## config.mk

```make
export PLATFORM = sky130hd
export DESIGN_NAME = mem16x8_ctrl
export DESIGN_NICKNAME = d
export VERILOG_FILES = /design/src/rtl/mem16x8_ctrl.sv
export SDC_FILE = /design/constraint.sdc
export NUM_CORES = 1
export LEC_CHECK = 0
export ABC_AREA = 1
export BUFFER_PORTS_ARGS = -buffer_cell sky130_fd_sc_hd__buf_2
export CORE_UTILIZATION = 42
export DETAILED_ROUTE_END_ITERATION = 10
export PLACE_DENSITY = 0.78
export SKIP_CTS_REPAIR_TIMING = 1
export SYNTH_ARGS = -nofsm -noshare
export SYNTH_HDL_FRONTEND = slang
export SYNTH_SLANG_ARGS = --single-unit
```

## constraint.sdc

```tcl
create_clock -name clk -period 1.96 [get_ports clk]
set_clock_uncertainty 0.15 [all_clocks]
set_input_delay 0.392 -clock clk [delete_from_list [all_inputs] [get_ports clk]]
set_output_delay 0.392 -clock clk [all_outputs]
set_load 0.01 [all_outputs]
```

## src/rtl/mem16x8_ctrl.sv

```systemverilog
// Burst controller for the 16x8 register-file memory: write bursts stream bytes in,
// read bursts stream bytes out, allowing for the memory's registered read address.
module mem16x8_ctrl (
    input  logic       clk,
    input  logic       rst_n,
    input  logic       cmd_valid,
    output logic       cmd_ready,
    input  logic       cmd_rd,
    input  logic [3:0] cmd_base,
    input  logic [3:0] cmd_len,
    input  logic       in_valid,
    output logic       in_ready,
    input  logic [7:0] in_data,
    output logic       rd_valid,
    input  logic       rd_ready,
    output logic [7:0] rd_data,
    output logic       mem_we,
    output logic [3:0] mem_addr,
    output logic [7:0] mem_data,
    input  logic [7:0] mem_out,
    output logic       busy,
    output logic       done
);

    localparam int unsigned AW = 4;

    typedef enum logic [1:0] {
        S_IDLE    = 2'd0,
        S_WRITE   = 2'd1,
        S_RD_ADDR = 2'd2,
        S_RD_DATA = 2'd3
    } state_t;

    state_t        state_q, state_d;
    logic [AW-1:0] ptr_q, ptr_d;
    logic [AW-1:0] cnt_q, cnt_d;
    logic          done_q, done_d;

    // Next-state and datapath update; cmd_* is only looked at in IDLE.
    always_comb begin
        state_d = state_q;
        ptr_d   = ptr_q;
        cnt_d   = cnt_q;
        done_d  = 1'b0;
        case (state_q)
            S_IDLE: begin
                if (cmd_valid) begin
                    ptr_d   = cmd_base;
                    cnt_d   = cmd_len;
                    state_d = cmd_rd ? S_RD_ADDR : S_WRITE;
                end
            end
            S_WRITE: begin
                if (in_valid) begin
                    if (cnt_q == AW'(0)) begin
                        state_d = S_IDLE;
                        done_d  = 1'b1;
                    end else begin
                        ptr_d = ptr_q + AW'(1);
                        cnt_d = cnt_q - AW'(1);
                    end
                end
            end
            S_RD_ADDR: begin
                state_d = S_RD_DATA;
            end
            S_RD_DATA: begin
                if (rd_ready) begin
                    if (cnt_q == AW'(0)) begin
                        state_d = S_IDLE;
                        done_d  = 1'b1;
                    end else begin
                        ptr_d   = ptr_q + AW'(1);
                        cnt_d   = cnt_q - AW'(1);
                        state_d = S_RD_ADDR;
                    end
                end
            end
            default: begin
                state_d = S_IDLE;
            end
        endcase
    end

    always_ff @(posedge clk or negedge rst_n) begin
        if (!rst_n) begin
            state_q <= S_IDLE;
            ptr_q   <= '0;
            cnt_q   <= '0;
            done_q  <= 1'b0;
        end else begin
            state_q <= state_d;
            ptr_q   <= ptr_d;
            cnt_q   <= cnt_d;
            done_q  <= done_d;
        end
    end

    // Outputs decode the state register; ptr stays on the address bus in RD_DATA
    // so the memory's address register holds the byte under backpressure.
    assign cmd_ready = (state_q == S_IDLE);
    assign busy      = (state_q != S_IDLE);
    assign in_ready  = (state_q == S_WRITE);
    assign mem_we    = (state_q == S_WRITE) && in_valid;
    assign mem_addr  = ptr_q;
    assign mem_data  = in_data;
    assign rd_valid  = (state_q == S_RD_DATA);
    assign rd_data   = mem_out;
    assign done      = done_q;

endmodule
```

* Word level (Yosys, flattened, before mapping) *
Index checks and enable logic that the tools add are counted.

operators by class
  equality and inequality tests = 7
  $add $sub $neg = 2
  reductions and logical operators = 7
  multiplexer cells = 21

operator list
  cell                   count
  $mux W4                8
  $pmux W4 S3            2
  $mux W2                6
  $pmux W2 S4            1
  $reduce_and A4 Y1      2
  $add A4 B1 Y4 const B  1
  $eq A2 B2 Y1 const B   2
  $logic_not A4 Y1       1
  $ne A2 B1 Y1 const B   2
  $ne A2 B2 Y1 const B   2
  $sub A4 B1 Y4 const B  1
  $mux W1                3
  $reduce_bool A3 Y1     1
  $eq A2 B1 Y1 const B   1
  $logic_not A2 Y1       1
  $pmux W1 S2            1
  $reduce_bool A2 Y1     1
  $logic_and A1 B1 Y1    1

storage, ports and cells
  input bits = 30
  register bits after elaboration = 11
  word-level logic and storage cells = 41

* Depth between registers and ports, before layout *
  depth in word-level cells = 4
  depth in mapped cells = 8
  gate-level depth less buffers = 8

* Worst setup path before layout *
No wires, ideal clock.

  path kind = register to output
  from = register state_q[0]
  to = output mem_we
  path slack = 0.448 ns
  cell stages (with the launch flop) = 4
  arrival time = 0.970 ns
  data required time = 1.418 ns
  cells stage by stage = dfrtp_1 -> inv_2 -> buf_2 -> nor3_1

on the way
  word-level cells in the longest chain between the ends = 2

RTL lines
  what                      line  source
  start: declaration        34    state_t state_q, state_d;
  start signal: assignment  92    state_q <= state_d;
  $eq A2 B1 Y1              104   assign mem_we = (state_q == S_WRITE) && in_valid;
  $logic_and A1 B1 Y1       104
  end: declaration          17    output logic mem_we,

No other way between the ends.

* Worst setup path in the final report *
Ends and elaborated chain as after synthesis.

==> results.toml <==
[floorplan]
num_rows = 16
io_pins = 56
die_area_um2 = 2350
coreArea_um2 = 2000
die_h_um = 48.4
initial_utilization_pct = 45.3
dieWidth_um = 48.4

[clocking]
cts_sinks = 11
cts_tree = "yes"
cts_made_buffers = 3
htreeDepth = 1
clockBufferDepth = 2
clk_latency_ns = 0.27
clkSlewWorstSetupHoldPaths_ns = 0.07
cts-root-buf = "clkbuf_4"

[timing]
tns_ns = 0
clock.fmax_mhz = 552
drv_slew = 0
finalCritPeriodShare_pct = 92.4
timing.hold.ws_ns = 0.271
setup_viol_count_final = 0
timing.final.ws_setup_ns = 0.148
tightestPinTransition_ns = 0.286
layout_min_cycle_time_ns = 1.81
rsz0062_at_grt = "no"
hold_violations = 0
slew-limit-headroom_pct = 80.9

[logic_synthesis]
synth_area_um2 = 906
yosys.area.top_type = "dfrtp_1"
synth.distinct_cells = 23
syn_nets = 158
synthTopCellsByArea = "dfrtp_1 (30%), nand2_1 (22%), buf_4 (13%), inv_1 (4.6%), nand3_1 (4.4%)"
yosysWarnings = 0
syn_inst = 126
synth-seq-cells = 11
netlist.area_leader.share_pct = 30.4
synth_area_per_cell_um2 = 7.19
ys_seq_area_share_pct = 30.4

[critical_path]
r2r_cells = 6
crit_type = "register to output pin"
cp.arrival_ns = 1.27
end_kind = "output pin"
worst-path-max-fanout = 15
cp-start-kind = "register"
critical_path_required_ns = 1.42
startpoint = "state_q[0]"
r2r-start = "state_q[0]"

[route]
drt_iter0_markers = 18
wl_per_cell_um = 10.8
dr.pass1.iters = 4
drc_errors = 0
ant_nets = 0
vias = 774
viasPerCell = 4.75
wirelength_um = 1760

[global_route]
antenna_found_initial = 0
grt_pass1_wl_um = 3040
grt-ovfl-total = 0
grt_start_max_net_pins = 16
grt_pass1_vias = 704
grt_usage_pct = 16.9

[power]
ir_worst_vdd_mv = 0.704
power.total_mw = 1.66
p_per_area_nw_per_um2 = 1750
leakagePower_nw = 0.553

[placed_design]
post-dp-hpwl_um = 1320
io_buffers = 23
dp_cells = 158
place_congestion = 0.832
dp_slack_ns = 0.424

[flow_run]
drv_cap = 0

[layout]
drive_above_1_share_pct = 27.2
fill_cells = 220
fin_cells = 163
syn2layout_area_growth_pct = 4.97
nNetsFinal = 169
num_antenna_cells = 0

[min_path]
min-delay-start = "cmd_len[3]"
hp-class = "input pin to register"
worstHoldPathCells = 5

[status]
status = "completed"
flip-flops by register name (all words and copies together), names as in the netlist:
signal and count:
cnt_q 4, state_q 2, done 1, mem_addr 4
report_power, final:
group          switching, mW  leakage (nW)  internal [mW]
Clock                 0.0765        0.0150         0.0788
Combinational          0.635         0.404          0.388
Sequential             0.138         0.134          0.344
cell families after synthesis:
family                   Yosys count  share of synthesized area (%)
AND/OR/NAND/NOR                   74                           40.6
AO/OA/AOI/OAI                      6                           3.31
XOR/XNOR                           1                          0.967
buffers and inverters             32                           22.0
flip-flops                        11                           30.4
adder cells (fa/ha/maj)            2                           2.76
metal layers:
| metal | up-vias | GRT usage, % | routed length [um] |
|---|---|---|---|
| met3 | 11 | 3.77 | 95 |
| met2 | 32 | 27.0 | 810 |
| met1 | 340 | 20.4 | 807 |
| li1 | 391 | - | - |
| met4 | 0 | 10.8 | 48 |
| met5 | - | 0 | 0 |
Yosys cell counts, drive strengths merged:
cell type and n:
nand3b 1, dfrtp 11, ha 2, a21oi 1
nand4 2, inv 13, nor3 1, or2 1
nor2 5, buf 19, nand2 54, nand3 10
o21ai 5, xnor2 1
worst max-delay path: stages, from the launching register on:
cell and delay (ns):
dfrtp_1 0.48, inv_2 0.18, nor3_1 0.19, buf_2 0.15
cell usage in the layout, fill, tap and decap left out, drive strengths merged:
cell         instances
clkbuf               4
a21oi                1
dfrtp               11
nand4                2
nand2               54
buf                 24
nand3               10
inv                 13
nor3                 1
nand3b               1
ha                   2
o21ai                5
xnor2                1
or2                  1
dlygate4sd3          1
nor2                 5
path summary, 6_finish.rpt:
kind,endpoint,slack [ns]
setup / recovery,mem_we,0.15
setup reg to reg,cnt_q[1],0.42
hold reg to reg,cnt_q[0],0.35
min in group asynchronous,cnt_q[2],0.37
max in group asynchronous,mem_addr[1],1.08
hold / removal,cnt_q[3],0.27
layout make-up:
| cell class | count | area [um2] | share of cell area (%) |
|---|---|---|---|
| tap | 27 | 33.8 | 3.55 |
| inverter | 13 | 51.3 | 5.39 |
| clock buffer | 4 | 26.3 | 2.76 |
| multi-input combinational | 83 | 432 | 45.4 |
| timing repair buffer | 25 | 133 | 13.9 |
| sequential | 11 | 275 | 28.9 |
per-stage QoR:
step / utilization [%] / cell area, um2
2_1_floorplan: - / 906
3_3_place_gp: 45.7 / 915
3_5_place_dp: 45.7 / 915
4_1_cts: 47.0 / 941
5_1_grt: 47.5 / 951
6_report: 47.5 / 951
Note: power is estimated with default switching activity, not from simulation.
